## src/rtl/counter_reload_pkg.sv

```systemverilog
// Shared types and helpers for the preset reload queue.
package counter_reload_pkg;

  typedef enum logic [1:0] {
    ST_IDLE    = 2'd0,
    ST_ARM     = 2'd1,
    ST_RUN     = 2'd2,
    ST_STARVED = 2'd3
  } state_e;

  // Width of an occupancy count able to represent 0..depth inclusive.
  function automatic int unsigned level_width(input int unsigned depth);
    return $clog2(depth) + 1;
  endfunction

endpackage

```

## src/rtl/reload_fifo.sv

```systemverilog
// Synchronous FIFO with combinational head read; storage is not reset.
module reload_fifo
  import counter_reload_pkg::*;
#(
  parameter int unsigned Bits  = 4,
  parameter int unsigned Depth = 4,
  localparam int unsigned PtrW = $clog2(Depth),
  localparam int unsigned LvlW = level_width(Depth)
) (
  input  logic            clk,
  input  logic            rst_n,
  input  logic            push,
  input  logic            pop,
  input  logic [Bits-1:0] push_data,
  output logic [Bits-1:0] head,
  output logic [LvlW-1:0] level,
  output logic            empty,
  output logic            full
);

  logic [Bits-1:0] mem_q [Depth];
  logic [PtrW-1:0] wr_ptr_q, wr_ptr_d;
  logic [PtrW-1:0] rd_ptr_q, rd_ptr_d;
  logic [LvlW-1:0] level_q, level_d;

  // Pointers wrap naturally because Depth is a power of two.
  always_comb begin
    wr_ptr_d = wr_ptr_q;
    rd_ptr_d = rd_ptr_q;
    level_d  = level_q + LvlW'(push) - LvlW'(pop);
    if (push) wr_ptr_d = wr_ptr_q + PtrW'(1);
    if (pop)  rd_ptr_d = rd_ptr_q + PtrW'(1);
  end

  always_ff @(posedge clk or negedge rst_n) begin
    if (!rst_n) begin
      wr_ptr_q <= '0;
      rd_ptr_q <= '0;
      level_q  <= '0;
    end else begin
      wr_ptr_q <= wr_ptr_d;
      rd_ptr_q <= rd_ptr_d;
      level_q  <= level_d;
    end
  end

  always_ff @(posedge clk) begin
    if (push) mem_q[wr_ptr_q] <= push_data;
  end

  assign head  = mem_q[rd_ptr_q];
  assign level = level_q;
  assign empty = (level_q == '0);
  assign full  = (level_q == LvlW'(Depth));

endmodule

```

## src/rtl/counter_reload_queue.sv

```systemverilog
// Queues preset values and loads the next one into a preset counter at terminal count.
module counter_reload_queue
  import counter_reload_pkg::*;
#(
  parameter int unsigned Bits  = 4,
  parameter int unsigned Depth = 4,
  localparam int unsigned LvlW = level_width(Depth)
) (
  input  logic            C,
  input  logic            nRst,
  input  logic            start,
  input  logic            stop,
  input  logic            recycle,
  input  logic [Bits-1:0] wr_data,
  input  logic            wr_valid,
  output logic            wr_ready,
  input  logic            ovf,
  output logic            ld,
  output logic [Bits-1:0] in,
  output logic            empty,
  output logic            full,
  output logic [LvlW-1:0] level,
  output logic            underrun,
  input  logic            clr_err
);

  state_e          state_q, state_d;
  logic            underrun_q, underrun_d;
  logic            fifo_push;
  logic [Bits-1:0] fifo_push_data;
  logic [Bits-1:0] head;

  reload_fifo #(.Bits(Bits), .Depth(Depth)) u_fifo (
    .clk       (C),
    .rst_n     (nRst),
    .push      (fifo_push),
    .pop       (ld),
    .push_data (fifo_push_data),
    .head      (head),
    .level     (level),
    .empty     (empty),
    .full      (full)
  );

  // Sequencer: ld is decided combinationally so a load lands on the wrap edge itself.
  always_comb begin
    state_d    = state_q;
    ld         = 1'b0;
    underrun_d = underrun_q & ~clr_err;
    unique case (state_q)
      ST_IDLE: begin
        if (start) state_d = ST_ARM;
      end
      ST_ARM, ST_STARVED: begin
        ld = ~empty;
        if (!empty) state_d = ST_RUN;
      end
      ST_RUN: begin
        ld = ovf & ~empty;
        if (ovf && empty) begin
          state_d    = ST_STARVED;
          underrun_d = 1'b1;
        end
      end
      default: state_d = ST_IDLE;
    endcase
    if (stop) begin
      ld      = 1'b0;
      state_d = ST_IDLE;
    end
  end

  always_ff @(posedge C or negedge nRst) begin
    if (!nRst) begin
      state_q    <= ST_IDLE;
      underrun_q <= 1'b0;
    end else begin
      state_q    <= state_d;
      underrun_q <= underrun_d;
    end
  end

  // In recycle mode every pop re-appends the popped head at the tail.
  assign wr_ready       = ~full & ~recycle;
  assign fifo_push      = (wr_valid & wr_ready) | (recycle & ld);
  assign fifo_push_data = (recycle && ld) ? head : wr_data;

  assign in       = empty ? '0 : head;
  assign underrun = underrun_q;

endmodule

```

## config.mk

```make
export PLATFORM = sky130hd
export DESIGN_NAME = counter_reload_queue
export DESIGN_NICKNAME = d
export VERILOG_FILES = /design/src/rtl/counter_reload_pkg.sv /design/src/rtl/reload_fifo.sv /design/src/rtl/counter_reload_queue.sv
export SDC_FILE = /design/constraint.sdc
export NUM_CORES = 1
export LEC_CHECK = 0
export ABC_AREA = 1
export CAP_MARGIN = 15
export CORE_UTILIZATION = 44
export DETAILED_ROUTE_END_ITERATION = 10
export HOLD_SLACK_MARGIN = 0.08
export MAX_ROUTING_LAYER = met4
export PLACE_DENSITY_LB_ADDON = 0.08
export SLEW_MARGIN = 20
export SYNTH_ARGS = -nofsm -noshare
export SYNTH_HDL_FRONTEND = slang
export SYNTH_HIERARCHICAL = 1
export SYNTH_SLANG_ARGS = --single-unit
```

## constraint.sdc

```tcl
create_clock -name C -period 2.6 [get_ports C]
set_clock_uncertainty 0.2 [all_clocks]
set_input_delay 0.52 -clock C [delete_from_list [all_inputs] [get_ports C]]
set_output_delay 0.52 -clock C [all_outputs]
set_load 0.1 [all_outputs]
```

==> flow_summary.ini <==
[finish]
nets = 217
final_layout_size_suffix_gt1_frac = 0.310
diodes = 0
syn_to_final_growth_pct = 41.2
nFillCells = 259

[detailed_routing]
finalWirelength_mm = 2.70
drt_iter0_markers = 50
post_drt_wl_per_cell_um = 11.2
vias = 1072
antenna_left = 0
drc = 0
dr.pass1.iters = 4
viasPerCell = 4.45

[grt]
grt_max_degree = 16
gr-total-overflow = 0
grt_pass1_wl_mm = 4.60
grt_pass1_vias = 1030
grt_usage = 0.187
antenna_found_initial = 0

[synth]
muxShareOfSynthArea = 0
synth_nets = 178
synth_cells = 159
synth-xor-area-share = 0.0186
yosys.area.top_type = edfxtp_1
synth_fa_ha_area_frac = 0.0673
yosysTopAreaCellShare = 0.340
synth_edf_count = 16
avgSynthCellArea_um2 = 8.89
yosysMostFrequentCell = nand2_1
synthArstFlopShare = 0.385
synth_warnings = 6
synthTopCellsByArea = edfxtp_1, dfrtp_1, nand2_1, inv_1, ha_1
synth_top_cells_by_count = nand2_1, inv_1, edfxtp_1
yosys.area_share.simple = 0.255
ys_ff_latch = 26
synth_ff_type = edfxtp_1
synth_compound_area_frac = 0.0159
synth_cell_types = 23
synth_top_family_by_area = simple AND/OR/NAND/NOR gates
ys_seq_area_frac = 0.517
syn-cell-area_mm2 = 0.00141

[clock_tree]
cts_tree = done
cts_made_buffers = 3
cts.sinks = 26
hold_buffers = 0
root_buffer = clkbuf_4
clockBufferDepth = 2
h-tree-depth = 1
clk_latency_ns = 0.31
clkTransAtPathRegs_ns = 0.14

[sta]
setup_viol = 0
tightest_slew_ns = 0.497
finalCriticalPeriod_ns = 2.52
fin_hold_ws_ns = 0.321
hold_violations = 0
finalSetupTns_ns = 0
layout_setup_ws_ns = 0.0798
max_freq_ghz = 0.397
finalCritPeriodShare = 0.969
final_max_slew_viol_count = 0
relSlewSlack = 0.668

[min_path]
hp-class = in -> async

[place]
port_buffers = 23
pre_cts_ws_ns = -0.235
place_hpwl_mm = 2.15
gp_congestion = 0.809

[setup_path]
reg2reg_slack_ns = 0.12
required_ns = 1.88
endpoint_kind = output port
r2r_cells = 13
timing.rr.end = u_fifo/level[2]$_DFF_PN0_
critPathKind = in -> out
cp.arrival_ns = 1.80
critPathLaunchType = input pin
reg2reg_from = u_fifo/level[1]$_DFF_PN0_
crit_fanout = 4

[floorplanning]
core.rowCount = 20
ioPinCount = 24
dieArea_mm2 = 0.00344
start_util = 0.463
die_height_um = 58.7
dieWidth_um = 58.7
core_area_mm2 = 0.00305

[run_status]
status = finished clean

[flow_run]
drv_cap = 0
==> through the flow <==
stage | util | instance area [um2] | cells
2_1_floorplan | - | 1510 | 159
3_3_place_gp | 0.625 | 1910 | 233
3_5_place_dp | 0.625 | 1910 | 233
4_1_cts | 0.643 | 1960 | 237
5_1_grt | 0.654 | 2000 | 241
6_report | 0.654 | 2000 | 241
==> metal layers <==
| layer | vias to the layer above | part of all wire | GRT usage |
|---|---|---|---|
| met1 | 498 | 0.44 | 0.245 |
| li1 | 559 | - | - |
| met4 | 0 | 0.0067 | 0.0476 |
| met5 | - | 0 | - |
| met2 | 13 | 0.52 | 0.307 |
| met3 | 2 | 0.029 | 0.0264 |
==> how the worst max path moves through the flow <==
stage,slack (ns),start,endpoint
2_1_floorplan,-0.97,u_fifo/level[0]$_DFF_PN0_,u_fifo/level[2]$_DFF_PN0_
3_3_place_gp,-0.19,stop,u_fifo/level[2]$_DFF_PN0_
3_5_place_dp,-0.23,stop,u_fifo/level[2]$_DFF_PN0_
4_1_cts,0.03,u_fifo/level[0]$_DFF_PN0_,u_fifo/level[2]$_DFF_PN0_
5_1_grt,-0.002,u_fifo/level[1]$_DFF_PN0_,u_fifo/level[2]$_DFF_PN0_
6_report,0.08,stop,ld
==> layout make-up <==
| class | instances | area, um2 | share of cell area |
|---|---|---|---|
| sequential | 26 | 742 | 0.372 |
| multi-input combinational | 90 | 579 | 0.290 |
| timing repair buffer | 37 | 409 | 0.205 |
| inverter | 40 | 158 | 0.0790 |
| tap | 44 | 55.1 | 0.0276 |
| clock inverter | 1 | 30.0 | 0.0150 |
| clock buffer | 3 | 22.5 | 0.0113 |
==> placed cells by master, fill, tap and decap left out, drive strengths merged <==
cell / count
xor2: 3
clkdlybuf4s50: 11
a21oi: 1
nor2: 10
nand4: 5
and2: 1
ha: 6
dfrtp: 10
clkbuf: 3
nand2: 48
clkinv: 1
o21ai: 1
o22ai: 2
bufinv: 1
nor3: 2
nand3: 10
inv: 39
buf: 26
fa: 1
edfxtp: 16
==> worst max-delay path, cell delays in order <==
cell and delay (ns):
clkdlybuf4s50_1 0.50, inv_1 0.13, nand2_4 0.06, nor2_4 0.11, and2_4 0.17, buf_4 0.14
buf_12 0.17
==> timing repair <==
| action | in CTS | in global routing |
|---|---|---|
| gates resized for setup | 0 | 1 |
| buffers inserted | 0 | 4 |
| endpoints found under the setup margin | 0 | 2 |
==> kinds of logic after synthesis <==
| logic type | after synthesis |
|---|---|
| and+or+nand+nor | 76 |
| buffers and inverters | 43 |
| DFF | 26 |
| adders and majority gates | 7 |
| AOI/OAI and AO/OA | 4 |
| xor gates and xnor gates | 3 |
==> state kept, by name, summed over array words and instances (netlist names) <==
register / cells
state_q: 2
u_fifo/mem_q: 16
u_fifo/level: 3
underrun: 1
u_fifo/wr_ptr_q: 2
u_fifo/rd_ptr_q: 2
Power is not shown: default switching activity piles up to over one toggle a cycle in this logic, so the estimate is an artifact.
